## config.mk

```make
export PLATFORM = sky130hd
export DESIGN_NAME = keypad_scan_flat
export DESIGN_NICKNAME = d
export VERILOG_FILES = /design/src/rtl/keypad_if.sv /design/src/rtl/keypad_scan.sv /design/src/flat_wrapper.sv
export SDC_FILE = /design/constraint.sdc
export NUM_CORES = 1
export LEC_CHECK = 0
export ABC_AREA = 1
export CAP_MARGIN = 30
export CORE_AREA = 5 5 72 74
export CTS_CLUSTER_SIZE = 20
export DETAILED_ROUTE_END_ITERATION = 16
export DIE_AREA = 0 0 77 79
export PLACE_DENSITY = 0.68
export SYNTH_ARGS = -nofsm -noshare
export SYNTH_HDL_FRONTEND = slang
export SYNTH_SLANG_ARGS = --single-unit
```

## constraint.sdc

```tcl
create_clock -name clk -period 4.26 [get_ports clk]
set_clock_uncertainty 0.15 [all_clocks]
set_input_delay 0.852 -clock clk [delete_from_list [all_inputs] [get_ports clk]]
set_output_delay 0.852 -clock clk [all_outputs]
set_load 0.03 [all_outputs]
```

## src/rtl/keypad_if.sv

```systemverilog
// Keypad matrix bundle: row sense, column drive and the decoded key report.
interface keypad_if;
    logic [3:0] row;
    logic [3:0] col;
    logic [3:0] key_value;
    logic       key_flag;

    modport master (output row, input  col, input  key_value, input  key_flag);
    modport slave  (input  row, output col, output key_value, output key_flag);
endinterface

```

## src/rtl/keypad_scan.sv

```systemverilog
// 4x4 matrix keypad scanner: walks one active-low column at a time, debounces
// the synchronised rows and reports one key as a held code plus a level flag.
module keypad_scan #(
    parameter int unsigned SCAN_DIV     = 50000,
    parameter int unsigned DEBOUNCE_CNT = 20
) (
    input  logic    clk,
    input  logic    reset,
    keypad_if.slave kp
);
    localparam int unsigned DIV_W = (SCAN_DIV > 1) ? $clog2(SCAN_DIV) : 1;
    localparam int unsigned CNT_W = $clog2(DEBOUNCE_CNT + 1);
    localparam logic [DIV_W-1:0] DIV_MAX = DIV_W'(SCAN_DIV - 1);
    localparam logic [CNT_W-1:0] CNT_MAX = CNT_W'(DEBOUNCE_CNT);

    typedef enum logic [1:0] {
        SCAN        = 2'd0,
        DEB_PRESS   = 2'd1,
        PRESSED     = 2'd2,
        DEB_RELEASE = 2'd3
    } state_t;

    logic [3:0]       row_meta;
    logic [3:0]       row_sync;
    logic [DIV_W-1:0] div_cnt;
    state_t           state;
    logic [CNT_W-1:0] cnt;
    logic [1:0]       row_lat;
    logic [1:0]       col_idx;
    logic [3:0]       col_q;
    logic [3:0]       key_value_q;
    logic             key_flag_q;

    logic             tick_c;
    logic             sample_active_c;
    logic [1:0]       sample_row_c;
    logic [1:0]       col_next_c;
    logic [3:0]       col_drive_c;
    logic [CNT_W-1:0] cnt_inc_c;

    assign kp.col       = col_q;
    assign kp.key_value = key_value_q;
    assign kp.key_flag  = key_flag_q;

    // Two-stage synchroniser for the asynchronous row pins; idles high.
    always_ff @(posedge clk) begin
        if (reset) begin
            row_meta <= 4'hF;
            row_sync <= 4'hF;
        end else begin
            row_meta <= kp.row;
            row_sync <= row_meta;
        end
    end

    // Scan divider: one tick per column dwell period.
    always_ff @(posedge clk) begin
        if (reset) begin
            div_cnt <= '0;
        end else if (tick_c) begin
            div_cnt <= '0;
        end else begin
            div_cnt <= div_cnt + DIV_W'(1);
        end
    end

    assign tick_c          = (div_cnt == DIV_MAX);
    assign sample_active_c = ~&row_sync;
    assign col_next_c      = col_idx + 2'd1;
    assign col_drive_c     = ~(4'b0001 << col_next_c);
    assign cnt_inc_c       = cnt + CNT_W'(1);

    // Lowest-numbered low row wins when several rows are active.
    always_comb begin
        sample_row_c = 2'd0;
        for (int i = 3; i >= 0; i--) begin
            if (!row_sync[i]) begin
                sample_row_c = 2'(i);
            end
        end
    end

    // Scan / debounce state machine; column and key report are registered here.
    always_ff @(posedge clk) begin
        if (reset) begin
            state       <= SCAN;
            cnt         <= '0;
            row_lat     <= 2'd0;
            col_idx     <= 2'd0;
            col_q       <= 4'b1110;
            key_value_q <= 4'h0;
            key_flag_q  <= 1'b0;
        end else if (tick_c) begin
            case (state)
                SCAN: begin
                    if (sample_active_c) begin
                        row_lat <= sample_row_c;
                        cnt     <= CNT_W'(1);
                        state   <= DEB_PRESS;
                    end else begin
                        col_idx <= col_next_c;
                        col_q   <= col_drive_c;
                    end
                end
                DEB_PRESS: begin
                    if (sample_active_c && (sample_row_c == row_lat)) begin
                        cnt <= cnt_inc_c;
                        if (cnt_inc_c == CNT_MAX) begin
                            state       <= PRESSED;
                            key_value_q <= ~{row_lat, col_idx};
                            key_flag_q  <= 1'b1;
                        end
                    end else begin
                        state   <= SCAN;
                        col_idx <= col_next_c;
                        col_q   <= col_drive_c;
                    end
                end
                PRESSED: begin
                    if (!sample_active_c) begin
                        cnt   <= CNT_W'(1);
                        state <= DEB_RELEASE;
                    end
                end
                DEB_RELEASE: begin
                    if (!sample_active_c) begin
                        cnt <= cnt_inc_c;
                        if (cnt_inc_c == CNT_MAX) begin
                            state      <= SCAN;
                            key_flag_q <= 1'b0;
                            col_idx    <= col_next_c;
                            col_q      <= col_drive_c;
                        end
                    end else begin
                        state <= PRESSED;
                    end
                end
                default: state <= SCAN;
            endcase
        end
    end
endmodule

```

## src/flat_wrapper.sv

```systemverilog
// flat-port wrapper written by rule: the top's interface ports become plain ports
module keypad_scan_flat 
#(
    parameter int unsigned SCAN_DIV     = 50000,
    parameter int unsigned DEBOUNCE_CNT = 20
)
  (clk, reset, kp_row, kp_col, kp_key_value, kp_key_flag);
  keypad_if kp_i ();
  input  logic clk;
  input  logic reset;
  input wire logic [$bits(kp_i.row)-1:0] kp_row;
  output wire logic [$bits(kp_i.col)-1:0] kp_col;
  output wire logic [$bits(kp_i.key_value)-1:0] kp_key_value;
  output wire logic [$bits(kp_i.key_flag)-1:0] kp_key_flag;
  assign kp_i.row = kp_row;
  assign kp_col = kp_i.col;
  assign kp_key_value = kp_i.key_value;
  assign kp_key_flag = kp_i.key_flag;
  keypad_scan #(.SCAN_DIV(SCAN_DIV), .DEBOUNCE_CNT(DEBOUNCE_CNT)) u_core (.clk(clk), .reset(reset), .kp(kp_i));
endmodule
```

==> flow_metrics.tcl <==
set metrics [dict create \
    relSlewSlack_pct 62.8 \
    place_inst 367 \
    crit_path_end_kind "register" \
    slew_viol_final 0 \
    cp_max_fo 16 \
    rows 25 \
    fin_crit_ns 2.48 \
    yosysSeqAreaShare_pct 40.6 \
    crit_type "input pin to register" \
    crit_buf_inv 3 \
    globalplace.congestion 0.763 \
    clock_latency_ns 0.29 \
    vias 1865 \
    hold_path_class "register to register" \
    wl_per_cell_um 10.1 \
    status "finished clean" \
    placed_area_um2 2370 \
    cts_tree "done" \
    synth_flop_cell "dfxtp_1" \
    worstPathCellList "clkdlybuf4s50_1 -> buf_4 -> inv_1 -> nand2_1 -> a21oi_1 -> o21a_1" \
    synthArstFlopShare_pct 0 \
    hold_violations 0 \
    die_w_um 77 \
    rsz0062_at_grt "false" \
    avgSynthCellArea_um2 7.21 \
    p_clk_share_pct 36.6 \
    antenna_found_initial 0 \
    nets 332 \
    fin_setup_tns_ns 0 \
    grt_max_degree 17 \
    route.detailed.drc 0 \
    grtUsageTotal_pct 14.1 \
    drive_above_1_share_pct 12.1 \
    cts.clk_slew.worst_paths_ns 0.07 \
    max_freq_mhz 404 \
    slowest_delay_ns 0.43 \
    initial_core_util_pct 47.9 \
    ant_nets 0 \
    ys_types 30 \
    clock-sinks 44 \
    port_buffers 14 \
    wirelength_mm 3.79 \
    yosys_warnings 0 \
    die_h_um 79 \
    diodes 0 \
    synth_seq_cells 44 \
    p_seq_share_pct 58.8 \
    grt_pass1_vias 1686 \
    arrival_ns 2.56 \
    pwr-share-comb_pct 4.6 \
    final_cell_mix "64 x nand2_1, 46 x nor2_1, 44 x dfxtp_1" \
    grt.overflow.total 0 \
    cts-resized-gates 0 \
    core_um2 4540 \
    vias_per_cell 4.97 \
    switching_power_mw 0.155 \
    syn_nets 313 \
    cpMaxStageDelayCell "nand2_1" \
    ir_drop_mv 0.198 \
    instances_no_fill 375 \
    io_pins 15 \
    drt_first_pass_iters 4 \
    period_share_pct 58.2 \
    maxCapViolCount 0 \
    area_growth_syn_to_layout_pct 13.5 \
    hold_buffers 0 \
    final_cell_area_um2 2460 \
    leakagePower_nw 0.993 \
    detail_route.iter0.violations 106 \
    dpl.hpwl_mm 2.86 \
    worstSetupStartpointType "input pin" \
    cts_buffers 5 \
    cts_max_level 2 \
    cts_root_buf "clkbuf_8" \
    mostFrequentLayoutCell "nand2_1" \
    syn_area_um2 2170 \
    setup_violations 0 \
    synth_edf_count 0 \
    p_int_mw 0.559 \
    p_sw_share_pct 21.7 \
    syn_inst 301 \
    p_total_mw 0.714 \
    postCtsSetupBuffers 0 \
    worst_slew_pin_slew_ns 0.557 \
    critical_path_required_ns 4.34 \
    p_per_area_nw_per_um2 290 \
    path_delay_family "buffers and inverters" \
    clockBufferDepth 2 \
    grt_pass1_wl_mm 7.20 \
    die-area_um2 6080 \
]
-- kinds of logic (layout without fill, tap and decap cells) --
logic type	after synthesis	after routing	share of synthesized area, %
compound gates	31	31	8.01
xor+xnor	3	3	1.21
fa+ha+maj	6	6	3.46
buf+inv	46	66	8.07
flops	44	44	40.6
simple gates	171	171	38.7
-- registers in the layout (all words and copies together), names as in the netlist --
name / cells
u_core.row_meta: 4
u_core.col_idx: 2
u_core.kp.key_flag: 1
u_core.row_sync: 4
u_core.cnt: 5
u_core.kp.col: 4
u_core.div_cnt: 16
u_core.row_lat: 2
u_core.state: 2
u_core.kp.key_value: 4
-- power groups by stage --
stage / registers [mW] / clock network [mW] / logic (mW)
final: 0.420 / 0.261 / 0.0332
after CTS: 0.420 / 0.271 / 0.0336
after global routing: 0.421 / 0.292 / 0.0381
after detailed placement: 0.430 / 0 / 0.0332
after floorplan: 0.429 / 0 / 0.0238
after global placement: 0.429 / 0 / 0.0325
-- synthesized netlist by cell type, types with 2 or more instances --
cell type	instances	area, µm²
nand2_2	4	25.0
o21ai_0	9	45.0
nand3_4	3	52.6
buf_2	2	10.0
nand3_1	21	105
a21oi_1	13	65.1
o21ai_1	2	10.0
nor3b_1	2	15.0
o21bai_1	2	15.0
dfxtp_1	44	881
inv_2	3	11.3
ha_1	6	75.1
nor3_1	2	10.0
nand2_1	64	240
xor2_1	3	26.3
nor2_2	3	18.8
or2_2	10	62.6
inv_1	40	150
nand4_1	9	56.3
nor2_4	3	33.8
nor2_1	46	173
nor3_2	2	20.0
-- stage by stage --
| step | hold slack [ns] | setup slack [ns] | utilization, % |
|---|---|---|---|
| 5_1_grt | 0.282 | 1.59 | 54.3 |
| 3_3_place_gp | 0.241 | 1.48 | 52.3 |
| 6_report | 0.262 | 1.78 | 54.3 |
| 3_5_place_dp | 0.248 | 1.45 | 52.3 |
| 2_1_floorplan | 0.239 | 2.64 | - |
| 4_1_cts | 0.267 | 1.74 | 54.3 |
-- final cells by class --
cell class | count | area (µm²)
inverters | 43 | 161
repair buffers | 15 | 148
flip-flops and latches | 44 | 881
clock inverters | 2 | 10.0
fillers | 462 | 2070
well taps | 54 | 67.6
clock buffers | 6 | 82.6
multi-input cells | 211 | 1110
-- worst paths after layout --
kind	depth (start not counted)	from	slack, ns	end
worst max-delay path	6	reset	1.78	u_core.div_cnt[9]
worst min register to register	1	u_core.row_meta[1]	0.26	u_core.row_sync[1]
worst max register to register	7	u_core.div_cnt[0]	2.29	u_core.div_cnt[9]
worst min-delay path	1	u_core.row_meta[1]	0.26	u_core.row_sync[1]
-- layer usage --
metal	track usage, %	wire length, µm	up-vias	part of all wire, %
met4	4.12	29	0	0.77
met2	23.2	1710	31	45
li1	-	-	992	-
met3	3.51	173	2	4.6
met1	18.3	1870	840	49
met5	0	0	-	0
Note: power is estimated with default switching activity, not from simulation.
